**config.mk**
```make
export PLATFORM = sky130hd
export DESIGN_NAME = ssd_scan_ctrl
export DESIGN_NICKNAME = d
export VERILOG_FILES = /design/src/rtl/ssd_scan_ctrl.sv
export SDC_FILE = /design/constraint.sdc
export NUM_CORES = 1
export LEC_CHECK = 0
export ABC_AREA = 1
export CORE_MARGIN = 4
export CORE_UTILIZATION = 45
export DETAILED_ROUTE_END_ITERATION = 12
export PLACE_DENSITY = 0.73
export SLEW_MARGIN = 40
export SYNTH_ARGS = -nofsm -noshare
export SYNTH_HDL_FRONTEND = slang
export SYNTH_SLANG_ARGS = --single-unit
```
**constraint.sdc**
```tcl
create_clock -name clk -period 2.7 [get_ports clk]
set_input_delay 0.27 -clock clk [delete_from_list [all_inputs] [get_ports clk]]
set_output_delay 0.27 -clock clk [all_outputs]
set_load 0.02 [all_outputs]
```
**src/rtl/ssd_scan_ctrl.sv**
```systemverilog
// ssd_scan_ctrl
// Time-multiplexing controller for a 4-digit, common-anode seven-segment
// display. A 16-bit display word is shown one hex nibble per digit slot.
// Digit 0 is the rightmost digit. New words land in a shadow register and
// are committed to the live word only at frame boundaries, so a frame
// never mixes old and new digits.
//
// Parameters
//   TICK_DIV  clock cycles per digit slot (>= 2)
//   GUARD     dark cycles at the start of each slot (0 <= GUARD < TICK_DIV)
//
// Ports
//   clk         system clock, rising edge
//   rst_n       asynchronous active-low reset
//   enable      scan enable (registered into en_q)
//   load        one-cycle strobe: capture value into the shadow register
//   value       16-bit word to display; nibble k drives digit k
//   blank_lz    leading-zero blanking enable (registered)
//   digit       nibble for the current slot, to the hex-to-segment decoder
//   an          active-low one-hot anodes; 4'b1111 means all off
//   frame_done  one-cycle pulse on the edge where slot wraps 3 -> 0
//   pending     shadow holds a value that has not been committed yet
module ssd_scan_ctrl #(
  parameter int TICK_DIV = 100000,
  parameter int GUARD    = 16
) (
  input  logic        clk,
  input  logic        rst_n,
  input  logic        enable,
  input  logic        load,
  input  logic [15:0] value,
  input  logic        blank_lz,
  output logic [3:0]  digit,
  output logic [3:0]  an,
  output logic        frame_done,
  output logic        pending
);

  localparam int CNT_W = (TICK_DIV > 1) ? $clog2(TICK_DIV) : 1;
  localparam logic [CNT_W-1:0] CNT_MAX = CNT_W'(TICK_DIV - 1);

  logic [CNT_W-1:0] cnt_reg, cnt_next;
  logic [1:0]       slot_reg, slot_next;
  logic [15:0]      disp_reg, disp_next;
  logic [15:0]      shadow_reg, shadow_next;
  logic             pending_reg, pending_next;
  logic             en_q_reg;
  logic             blank_q_reg;
  logic             frame_done_reg, frame_done_next;

  logic tick;
  logic wrap;
  logic commit;

  assign tick = en_q_reg && (cnt_reg == CNT_MAX);
  assign wrap = tick && (slot_reg == 2'd3);

  // State register
  always_ff @(posedge clk or negedge rst_n) begin
    if (!rst_n) begin
      cnt_reg        <= '0;
      slot_reg       <= '0;
      disp_reg       <= '0;
      shadow_reg     <= '0;
      pending_reg    <= 1'b0;
      en_q_reg       <= 1'b0;
      blank_q_reg    <= 1'b0;
      frame_done_reg <= 1'b0;
    end else begin
      cnt_reg        <= cnt_next;
      slot_reg       <= slot_next;
      disp_reg       <= disp_next;
      shadow_reg     <= shadow_next;
      pending_reg    <= pending_next;
      en_q_reg       <= enable;
      // blank_lz is registered like enable so every output decodes
      // registers only; blanking mode changes take effect one cycle later.
      blank_q_reg    <= blank_lz;
      frame_done_reg <= frame_done_next;
    end
  end

  // Next-state logic
  always_comb begin
    cnt_next        = '0;
    slot_next       = '0;
    frame_done_next = 1'b0;
    disp_next       = disp_reg;
    shadow_next     = shadow_reg;
    pending_next    = pending_reg;
    commit          = 1'b0;

    if (en_q_reg) begin
      if (tick) begin
        cnt_next  = '0;
        slot_next = slot_reg + 2'd1;
      end else begin
        cnt_next  = cnt_reg + CNT_W'(1);
        slot_next = slot_reg;
      end
      frame_done_next = wrap;
      commit          = wrap && pending_reg;
    end else begin
      // Not scanning, so there is no frame to tear: commit right away.
      commit = pending_reg;
    end

    // The commit moves the pre-edge shadow into disp.
    if (commit) begin
      disp_next    = shadow_reg;
      pending_next = 1'b0;
    end

    // A load on the same edge wins for shadow and pending.
    if (load) begin
      shadow_next  = value;
      pending_next = 1'b1;
    end
  end

  // Nibble split and leading-zero detection
  logic [3:0] nib [4];
  logic [3:0] nib_zero;
  logic [3:0] zero_from;   // zero_from[k]: nibbles k..3 are all zero

  for (genvar gi = 0; gi < 4; gi++) begin : g_nib
    assign nib[gi]      = disp_reg[4*gi +: 4];
    assign nib_zero[gi] = (disp_reg[4*gi +: 4] == 4'h0);
  end

  assign zero_from[3] = nib_zero[3];
  for (genvar gi = 0; gi < 3; gi++) begin : g_zero_from
    assign zero_from[gi] = nib_zero[gi] & zero_from[gi+1];
  end

  // Anti-ghosting guard window at the start of each slot.
  logic guard_on;
  if (GUARD == 0) begin : g_no_guard
    assign guard_on = 1'b0;
  end else begin : g_guard
    assign guard_on = (cnt_reg < CNT_W'(GUARD));
  end

  // Digit 0 is never blanked so an all-zero word still shows one "0".
  logic lz_blank;
  assign lz_blank = blank_q_reg && (slot_reg != 2'd0) && zero_from[slot_reg];

  // Outputs
  assign digit      = nib[slot_reg];
  assign an         = (!en_q_reg || guard_on || lz_blank) ? 4'b1111
                                                          : ~(4'b0001 << slot_reg);
  assign frame_done = frame_done_reg;
  assign pending    = pending_reg;

endmodule

```
==> results.cfg <==
[cts]
cts-root-buf = clkbuf_8
cts_max_level = 2
postCtsSetupBuffers = 0
clk_path_buf_depth = 2
cts_buffers = 5
cts_tree = built
clock_latency_ns = 0.30
clk_pin_slew_ns = 0.10
cts.sinks = 55

[timing]
slew_violations = 0
setup_viol = 0
hold_viol = 0
clock_skew_ns = 0.00560
maxSlewHeadroom = 0.685
timing.final.crit_share = 0.927
timing.final.ws_setup_ns = 0.198
fin_tns_setup_ns = 0
rsz0062_at_grt = no
fmax_ghz = 0.400
fin_crit_ns = 2.50
worst_slew_pin_slew_ns = 0.472

[yosys]
yosysMostFrequentCell = nand2_1
synth-main-ff-cell = dfrtp_1
synthMuxAreaShare = 0
syn_nets = 356
synthAdderAreaFrac = 0.0237
syn_area_per_cell_um2 = 8.02
async_flop_share = 1.00
ys_ff_latch = 55
yosys.area_share.simple = 0.321
synth_top_area_cell = dfrtp_1
synth_top_area_frac = 0.520
ys_types = 23
synth_edf_count = 0
syn_inst = 330
yosys-top-cells-area = dfrtp_1, nand2_1, nor2_1
ys.warnings.count = 0
synth_top_family_by_area = simple AND/OR/NAND/NOR gates
synth_common_cells = nand2_1, dfrtp_1, nor2_1
syn_area_um2 = 2650
seq_area_frac_synth = 0.520
synth_compound_area_frac = 0.0643
synth_xor_area_frac = 0.00993

[die]
chipWidth_um = 84.7
die_area_um2 = 7170
die_h_um = 84.7
coreArea_um2 = 5610
num_io_pins = 31
rows = 27
start_util = 0.472

[final_layout]
largest_reg_flops = 17
nNetsFinal = 389
diodes = 0
area_delta_synth_final_pct = 17.2
stdcell_count = 436
seqCellArea_um2 = 1380
finalInstanceArea_um2 = 3100
multiInputGateArea_um2 = 1110
layout-drive-gt1-share = 0.0769
fillers = 564

[grt]
grt_pass1_vias = 2152
grt_pass1_wl_um = 9780
grt_max_degree = 37
antenna_found_initial = 0
grt_usage = 0.167
grt_remaining_overflow = 0

[setup_path]
cp.arrival_ns = 2.23
crit_type = flip-flop to primary output
start_kind = flip-flop
cp.required_ns = 2.43
path_max_fanout = 13
endpoint_kind = primary output

[power]
p_switching_uw = 431
p_seq_frac = 0.587
p_int_uw = 1160
p_leak_uw = 0.00149
ir_drop_mv = 0.278
powerDensity_nw_per_um2 = 515
clockPowerShare = 0.285
p_sw_frac = 0.270
pwr-share-comb = 0.128

[place]
dp_cells = 427
dpl-instance-area_um2 = 3000
hpwl_um = 4150
gp_congestion = 0.864
port-buffer-count = 30
dpl_worst_slack_ns = 0.423

[status]
status = complete, no violations

[routing]
wl_per_cell_um = 12.8
route.vias.total = 2192
ant_nets = 0
dr.pass1.iters = 4
drc_errors = 0
avgViaCountPerCell = 5.03
drt_iter0_drc = 138
drt_wl_total_um = 5590

[run]
cap_viol_max_count = 0

[hold_path]
hold_path.class = input port to flip-flop
-- layer usage --
layer	GRT usage	up-vias	part of all wire
met5	0	-	0
met4	0.0647	0	0.023
met1	0.205	1016	0.44
met2	0.288	51	0.50
met3	0.0343	13	0.035
li1	-	1112	-
-- layout make-up --
class	count	area share
flip-flops and latches	55	0.445
well taps	72	0.0291
inverters	26	0.0315
clock inverters	2	0.00565
clock buffers	6	0.0234
multi-input cells	240	0.357
repair buffers	35	0.108
-- power by group through the flow --
stage          registers [µW]  clock network, µW  logic [µW]
2_1_floorplan             935                  0         123
3_3_place_gp              950                  0         203
3_5_place_dp              952                  0         207
4_1_cts                   936                465         209
5_1_grt                   945                504         237
6_report                  935                455         204
-- through the flow --
step / utilization / total power, µW / hold WS, ns
floorplan: - / 1060 / -0.0256
global placement: 0.534 / 1150 / 0.235
detailed placement: 0.534 / 1160 / 0.245
CTS: 0.552 / 1610 / 0.390
global route: 0.553 / 1690 / 0.389
finish: 0.553 / 1590 / 0.393
-- worst max-delay path, stage by stage (launching register included) --
cell and delay, ns:
dfrtp_2 0.49, inv_1 0.08, ha_1 0.23, nor3b_1 0.21, nand3_1 0.18, nand3_1 0.13, clkdlybuf4s50_1 0.61
-- layout by cell type (no fill, tap or decap), drive strengths merged --
cell           count
nand4              2
o21ai             17
nor3b              1
buf                5
dfrtp             55
nor3              10
clkdlybuf4s50     29
a21oi              7
inv               25
a31oi              1
nand2            118
clkinv             3
nand3             29
ha                 5
nor2              42
clkbuf             6
dlygate4sd3        1
xor2               3
o21bai             1
o22ai              4
-- cells by family after synthesis --
| family | count (synthesis) |
|---|---|
| simple gates | 202 |
| flops | 55 |
| buf+inv | 35 |
| compound gates | 30 |
| fa+ha+maj | 5 |
| xor+xnor | 3 |
-- final timing paths --
kind	startpoint	endpoint	slack (ns)	cells past startpoint
worst max-delay path	slot_reg[0]	an[0]	0.20	6
worst min-delay path	blank_lz	blank_q_reg	0.39	1
worst max register to register	cnt_reg[0]	disp_reg[9]	0.83	10
worst min register to register	cnt_reg[0]	cnt_reg[0]	0.46	1
max in group asynchronous	rst_n	slot_reg[1]	1.42	3
min in group asynchronous	rst_n	shadow_reg[1]	0.43	2
-- timing repair --
action                                  4_1_cts  5_1_grt
endpoints found under the hold margin        19        0
hold buffers                                  1        0
resized for setup                             0        2
endpoints found under the setup margin        0        4
Note: power is estimated with default switching activity, not from simulation.
